`src/rtl/pc_pkg.sv`:
```
// Shared types and program start addresses for the PC sequencer.
package pc_pkg;

    // One-hot encoding so fetch_valid/done can be taken straight from a state bit.
    typedef enum logic [3:0] {
        IDLE = 4'b0001,
        LOAD = 4'b0010,
        RUN  = 4'b0100,
        DONE = 4'b1000
    } pc_state_t;

    localparam int unsigned RUN_BIT  = 2;
    localparam int unsigned DONE_BIT = 3;

    localparam logic [11:0] PROG1_START = 12'h000;
    localparam logic [11:0] PROG2_START = 12'h100;
    localparam logic [11:0] PROG3_START = 12'h200;

    function automatic logic [11:0] start_addr(input logic [1:0] prog_sel);
        logic [11:0] addr;
        case (prog_sel)
            2'd0:    addr = PROG1_START;
            2'd1:    addr = PROG2_START;
            2'd2:    addr = PROG3_START;
            default: addr = 12'h000;
        endcase
        return addr;
    endfunction

endpackage

```
`src/rtl/pc_sequencer.sv`:
```
// Program-counter sequencer: loads a start address, steps or branches the fetch
// address while running, and counts run cycles with saturation.
module pc_sequencer
    import pc_pkg::*;
#(
    parameter int unsigned D  = 12,
    parameter int unsigned CW = 16
) (
    input  logic          clk,
    input  logic          rst_n,
    input  logic          start,
    input  logic [1:0]    prog_sel,
    input  logic          branch_taken,
    input  logic [D-1:0]  target,
    input  logic          halt,
    output logic [D-1:0]  pc,
    output logic          fetch_valid,
    output logic          done,
    output logic [CW-1:0] cycle_count
);

    pc_state_t    state;
    logic [D-1:0] load_addr;
    logic         cnt_full;

    assign load_addr = D'(start_addr(prog_sel));
    assign cnt_full  = &cycle_count;

    assign fetch_valid = state[RUN_BIT];
    assign done        = state[DONE_BIT];

    always_ff @(posedge clk or negedge rst_n) begin
        if (!rst_n) begin
            state       <= IDLE;
            pc          <= '0;
            cycle_count <= '0;
        end else begin
            case (state)
                IDLE: begin
                    if (start) state <= LOAD;
                end
                LOAD: begin
                    pc          <= load_addr;
                    cycle_count <= '0;
                    if (!start) state <= RUN;
                end
                RUN: begin
                    // A restart wins over halt and branch; pc is reloaded in LOAD.
                    if (start) begin
                        state <= LOAD;
                    end else begin
                        if (!cnt_full) cycle_count <= cycle_count + CW'(1);
                        if (halt) begin
                            state <= DONE;
                        end else if (branch_taken) begin
                            // target is already D bits wide, so the add is the sign-extended add.
                            pc <= pc + target;
                        end else begin
                            pc <= pc + D'(1);
                        end
                    end
                end
                DONE: begin
                    if (start) state <= LOAD;
                end
                default: state <= IDLE;
            endcase
        end
    end

endmodule

```
`config.mk`:
```
export PLATFORM = sky130hd
export DESIGN_NAME = pc_sequencer
export DESIGN_NICKNAME = d
export VERILOG_FILES = /design/src/rtl/pc_pkg.sv /design/src/rtl/pc_sequencer.sv
export SDC_FILE = /design/constraint.sdc
export NUM_CORES = 1
export LEC_CHECK = 0
export ABC_AREA = 1
export CAP_MARGIN = 0
export CORE_MARGIN = 4
export CORE_UTILIZATION = 30
export DETAILED_ROUTE_END_ITERATION = 6
export SYNTH_ARGS = -nofsm -noshare
export SYNTH_HDL_FRONTEND = slang
export SYNTH_SLANG_ARGS = --single-unit
export TNS_END_PERCENT = 50
```
`constraint.sdc`:
```
create_clock -name clk -period 1.9 [get_ports clk]
set_clock_uncertainty 0.2 [all_clocks]
set_input_delay 0.19 -clock clk [delete_from_list [all_inputs] [get_ports clk]]
set_output_delay 0.19 -clock clk [all_outputs]
set_load 0.05 [all_outputs]
```
==> out/qor.txt, run 1 <==
total number of vias: 2577
fraction of layout cells with a size suffix above 1: 26.30%
GRT Residual Overflow: 0
Clock transition at path regs: 0.07 ns
die width: 97.72 um
diode count: 0
Placed Cells incl. Taps: 554
RSZ-0062 raised after global routing: yes
die height: 97.72 um
Post-synth top flop: dfrtp_1
Layout Utilization: 45.05%
sequential power share: 29.9%
register area share after synthesis: 33.21%
synthesis-to-layout area growth: 44.92%
Max Fclk: 556.1 MHz
# port buffers: 48
CP Capture Type: flop
Area after DPL: 3343 um2
most numerous cell in the Yosys netlist: nand2_1
status: completed
Net Switching: 1.308 mW
Clk Latency, worst-skew pair: 0.29 ns
Initial Util: 31.09%
Reg2Reg Setup Slack: 0.12 ns
Power Density: 866.5 nW/um2
Num CTS Buffers: 5
fill count: 827
HP Class: in -> async
Fin Hold WS: 0.1064 ns
design area: 3500 um2
switching share of power: 43.12%
Starting DRT DRC Count: 98
ANT nets after route: 0
Placement Rows: 32
Slew Viols, Final: 0
Setup violations, final: 0
dpl hpwl: 5557 um
crit path kind: in -> reg
setup repair bufs after CTS: 0
Avg Vias per Cell: 4.585
Synth cell types: 31
Max Cap Violations: 0
Max H-tree Level: 2
gr usage total: 14.73%
reg2reg end: pc[4]
top cells by count, synth: nand2_1, inv_1, nor2_1, nand3_1, dfrtp_1
CP startpoint: target[0]
first-pass GRT wire length: 11670 um
initial antenna violation count: 0
worst flop-to-flop path startpoint: pc[0]
IO Count: 49
Pleak: 1.761 nW
Hold Fails Final Rpt: 0
Die ar.: 9549 um2
Worst slew margin: 71.31%
Residual DRC: 0
EDFF count, synth: 0
data required time of the worst path: 1.93 ns
largest area contributor in the netlist: dfrtp_1
register bit total from synthesis: 32
Net Count, Synth: 393
CTS sink cnt: 32
crit start category: primary input
Crit Path Max Fanout: 3
Slew @ Worst Pin: 0.4303 ns
Area contributors post-synth: dfrtp_1, nand2_1, inv_1, nand3_1, ha_1
largest net degree at the start of global routing: 33
Synthesis Warnings: 0
fin crit share: 94.65%
share of flip-flops with an asynchronous set or reset: 100.0%
Peak VDD IR: 0.3736 mV
Comb power frac: 51.6%
Syn Std Cell Area: 2415 um2
root buffer cell: clkbuf_8
Clock Power Share: 18.5%
worst reg-to-reg path cell count: 8
Final #Nets: 491
routability congestion estimate: 0.9229
DR WL/cell: 12.45 um
CP arrival: 1.83 ns
Detailed Route WL: 6997 um
Placeable Area: 7767 um2
router iterations before antenna repair: 4
CTS max path bufs: 2
Pwr Total: 3.032 mW
Post-Synthesis Cells: 361
fin cells: 562
post-synth top area share: 32.12%
vias in the first global route: 2542
Mean Syn Cell Area: 6.689 um2
TritonCTS clock tree: built
Int Power: 1.725 mW
Final min period: 1.798 ns
per-stage QoR:
stage               worst slack (ns)  TNS (ns)
floorplan                   0.001113         0
global placement             -0.3986    -4.622
detailed placement           -0.4214    -4.892
CTS                          0.05694         0
global route                -0.03686  -0.05176
finish                        0.1016         0
power groups by stage:
stage	clock (mW)	sequential, mW	combinational, mW
after floorplan	0	1.18	0.660
after global placement	0	0.913	1.51
after detailed placement	0	0.915	1.52
after CTS	0.588	0.902	1.53
after global routing	0.623	0.923	1.71
final	0.562	0.906	1.56
area by class of cell:
class | instances | area (um2) | area share, %
multi-input combinational | 276 | 1509 | 43.12
sequential | 32 | 813.3 | 23.24
timing repair buffer | 96 | 777.0 | 22.20
inverter | 48 | 180.2 | 5.148
tap | 102 | 127.6 | 3.647
clock buffer | 6 | 82.58 | 2.360
clock inverter | 2 | 10.01 | 0.2860
cells by family after synthesis:
group,share of synthesized area (%)
xor+xnor,4.352
buf+inv,8.653
simple gates,37.67
fa+ha+maj,7.046
flops,33.21
compound gates,9.067
how the worst max path moves through the flow:
stage | to | depth (start not counted)
after floorplan | pc[8] | 8
after global placement | pc[8] | 12
after detailed placement | pc[7] | 14
after CTS | pc[1] | 8
after global routing | pc[10] | 11
final | pc[4] | 11
cell usage in the layout, fill, tap and decap left out, types with 2 or more instances in the layout:
cell type          n
clkdlybuf4s50_1   17
o21ai_0           13
o21ai_1            8
inv_1             45
dfrtp_2            9
nand2_2            2
buf_4             77
nor3_1             4
nand3_1           32
clkinv_2           2
nand2_1          121
ha_4               6
inv_2              3
nor2_1            37
ha_1               6
nor2_2             2
nor2_4             2
dfrtp_1           22
a22o_1             2
a21oi_1           10
xnor2_1            4
clkbuf_8           6
nand4_1            6
xor2_1             8
nand3_2            2
layer usage:
layer	part of all wire, %	track usage (%)
met4	0.79	3.408
met3	3.2	2.943
met2	49	26.20
met5	0	0
met1	47	18.33
state kept, by name, indices dropped and copies added (netlist names):
| name | flops |
|---|---|
| pc | 12 |
| cycle_count | 16 |
| state | 4 |
critical path: stages:
cell	delay, ns
clkdlybuf4s50_1	0.40
inv_1	0.05
nand2_1	0.08
ha_4	0.18
fa_2	0.34
nand3_1	0.08
nand2_1	0.09
buf_4	0.15
a21oi_1	0.11
o21ai_0	0.09
nand2_1	0.06
what timing repair did:
item                                   in CTS  in global routing
endpoints found under the hold margin       0                  0
hold buffers                                0                  0
resized for setup                           2                 11
setup endpoints to repair                  19                 15
cloned                                      0                  0
No activity file was read; power rests on OpenSTA's default activity.
==> run 2: changes to the inputs <==
--- a/config.mk
+++ b/config.mk
@@ -6,10 +6,10 @@
 export NUM_CORES = 1
 export LEC_CHECK = 0
 export ABC_AREA = 1
-export CAP_MARGIN = 0
 export CORE_MARGIN = 4
 export CORE_UTILIZATION = 30
 export DETAILED_ROUTE_END_ITERATION = 6
+export REMOVE_ABC_BUFFERS = 1
 export SYNTH_ARGS = -nofsm -noshare
 export SYNTH_HDL_FRONTEND = slang
 export SYNTH_SLANG_ARGS = --single-unit
==> run 2 against run 1 <==
Fmax is 1.3% lower. Sequential power is 2% lower. Non-clock buffer count rose by 5. Critical path depth shrank 1. Sequential share of layout area down 0.60 points. Wire length grew 2.2%. Total power grew 0.55%. Register-to-register slack got worse by 0.04 ns. Worst setup slack got worse by 0.024 ns. Final area rose by 1.3%. Critical path type is now reg -> reg. Highest routed layer unchanged.
==> out/qor.txt, run 2 (same netlist as run 1, synthesis figures left out) <==
Starting DRT DRC Count: 74 (-24%)
router iterations before antenna repair: 5 (+1)
vias in the first global route: 2668 (+5.0%)
diode count: 0 (unchanged)
fin crit share: 95.89% (+1.2 points)
Crit Path Max Fanout: 19 (+16)
total number of vias: 2648 (+2.8%)
Final #Nets: 496 (+1.0%)
die height: 97.72 um (unchanged)
Biggest register: cycle_count
largest net degree at the start of global routing: 33 (unchanged)
RSZ-0062 raised after global routing: no
# port buffers: 48 (unchanged)
Num CTS Buffers: 5 (unchanged)
Fin Hold WS: 0.1175 ns (+0.01106 ns)
Die ar.: 9549 um2 (unchanged)
CP Capture Type: flop
most frequent cells in the layout: nand2_1, buf_4, inv_1
CP arrival: 1.79 ns (-0.04 ns)
Initial Util: 31.09% (unchanged)
Clk Latency, worst-skew pair: 0.29 ns (about the same)
Setup violations, final: 0 (unchanged)
IO Count: 49 (unchanged)
Avg Vias per Cell: 4.670 (+1.8%)
Area after DPL: 3322 um2 (-0.64%)
Clock transition at path regs: 0.08 ns (about the same)
crit path kind: reg -> reg
fin cells: 567 (+0.89%)
Power Density: 860.5 nW/um2 (-0.69%)
TritonCTS clock tree: built
number of flip-flops in the largest register: 16 (unchanged)
dpl hpwl: 5420 um (-2.5%)
design area: 3543 um2 (+1.3%)
GRT Residual Overflow: 0 (unchanged)
crit start category: flop
CTS max path bufs: 2 (unchanged)
Placement Rows: 32 (unchanged)
HP Class: in -> async
Regs by FF count: cycle_count: 16 flops, pc: 12 flops, state: 4 flops
Detailed Route WL: 7152 um (+2.2%)
routability congestion estimate: 0.8941 (-3.1%)
CTS sink cnt: 32 (unchanged)
Slew Viols, Final: 0 (unchanged)
Max Cap Violations: 0 (unchanged)
Slew @ Worst Pin: 0.4476 ns (+0.01728 ns)
most common cell after layout, fill and taps aside: nand2_1
Pwr Total: 3.049 mW (+0.55%)
die width: 97.72 um (unchanged)
Max H-tree Level: 2 (unchanged)
ANT nets after route: 0 (unchanged)
synthesis-to-layout area growth: 46.74%
Pleak: 1.812 nW (+2.9%)
first-pass GRT wire length: 12270 um (+5.2%)
data required time of the worst path: 1.87 ns (-0.06 ns)
Placed Cells incl. Taps: 558 (+0.72%)
hold buffer count at cts: 0 (unchanged)
Hold Fails Final Rpt: 0 (unchanged)
initial antenna violation count: 0 (unchanged)
root buffer cell: clkbuf_8
Final min period: 1.822 ns (+0.02356 ns)
status: completed
Worst slew margin: 70.16% (-1.2 points)
gr usage total: 15.54% (+0.81 points)
DR WL/cell: 12.61 um (+1.3%)
Placeable Area: 7767 um2 (unchanged)
fill count: 804 (-2.8%)
Max Fclk: 548.9 MHz (-1.3%)
Residual DRC: 0 (unchanged)
fraction of layout cells with a size suffix above 1: 26.88% (+0.58 points)
Peak VDD IR: 0.2524 mV (-32%)
run 2: cell count changes in the layout (fill, tap and decap cells not counted), moves of 3 or more:
cell / previous run / this run
buf_4: 77 / 80
nand3_1: 32 / 29
a21oi_2: 1 / 4
dfrtp_2: 9 / 0
dfrtp_1: 22 / 31
a21oi_1: 10 / 7
nand3_2: 2 / 5
run 2: through the flow:
stage | TNS [ns] | worst slack [ns] | utilization [%]
finish | 0 | 0.07807 | 45.62
global route | 0 | 0.004420 | 45.62
CTS | 0 | 0.002705 | 44.94
detailed placement | -5.372 | -0.4161 | 42.77
global placement | -4.542 | -0.3842 | 42.77
floorplan | -3.587 | -0.2195 | -
run 2: timing repair:
item,in CTS,in global routing
hold endpoints to repair,0,0
gates cloned,0,1
buffers inserted,0,0
pin swaps,1,0
setup endpoints to repair,18,19
gates resized for setup,15,13
run 2: cell type report:
class                      count  area, um2  area share (%)
clock inverter                 2      10.01          0.2825
sequential                    32      802.0           22.63
inverter                      48      182.7           5.155
clock buffer                   6      82.58           2.331
timing repair buffer         101      819.5           23.13
multi-input combinational    276       1519           42.87
tap                          102      127.6           3.602
run 2: final timing paths:
check | start | endpoint | slack [ns] | depth (start not counted)
max in group asynchronous | rst_n | state[0] | 1.04 | 2
max | state[0] | cycle_count[1] | 0.08 | 10
max reg2reg | state[0] | cycle_count[1] | 0.08 | 10
min | rst_n | cycle_count[10] | 0.12 | 2
min in group clk | branch_taken | pc[0] | 0.26 | 4
min reg2reg | pc[11] | pc[11] | 0.32 | 2
run 2: worst max-delay path: stages (launching register included):
cell	delay (ns)
dfstp_2	0.55
nor2_4	0.05
nand3_4	0.07
inv_2	0.07
nand2_1	0.09
nand2_2	0.09
buf_4	0.14
o21bai_4	0.17
buf_12	0.15
nand2_1	0.05
o21ai_0	0.07
run 2: metal layers:
layer  routed length (um)  global-route usage, %
met1                 3210                  19.03
met4                   80                  3.514
met3                  384                  4.307
met2                 3477                  27.15
met5                    0                      0
run 2: power breakdown:
group	total [mW]	leakage (nW)	switching, mW	internal (mW)
clock network	0.565	0.0510	0.276	0.289
logic	1.59	1.32	0.951	0.642
registers	0.892	0.437	0.102	0.790
total	3.05	1.81	1.33	1.72
==> run 3: changes to the inputs <==
--- a/config.mk
+++ b/config.mk
@@ -9,7 +9,6 @@
 export CORE_MARGIN = 4
 export CORE_UTILIZATION = 30
 export DETAILED_ROUTE_END_ITERATION = 6
-export REMOVE_ABC_BUFFERS = 1
 export SYNTH_ARGS = -nofsm -noshare
 export SYNTH_HDL_FRONTEND = slang
 export SYNTH_SLANG_ARGS = --single-unit
==> results of run 3 <==
The final DEF is identical to that of run 1; final timing and power are the same.
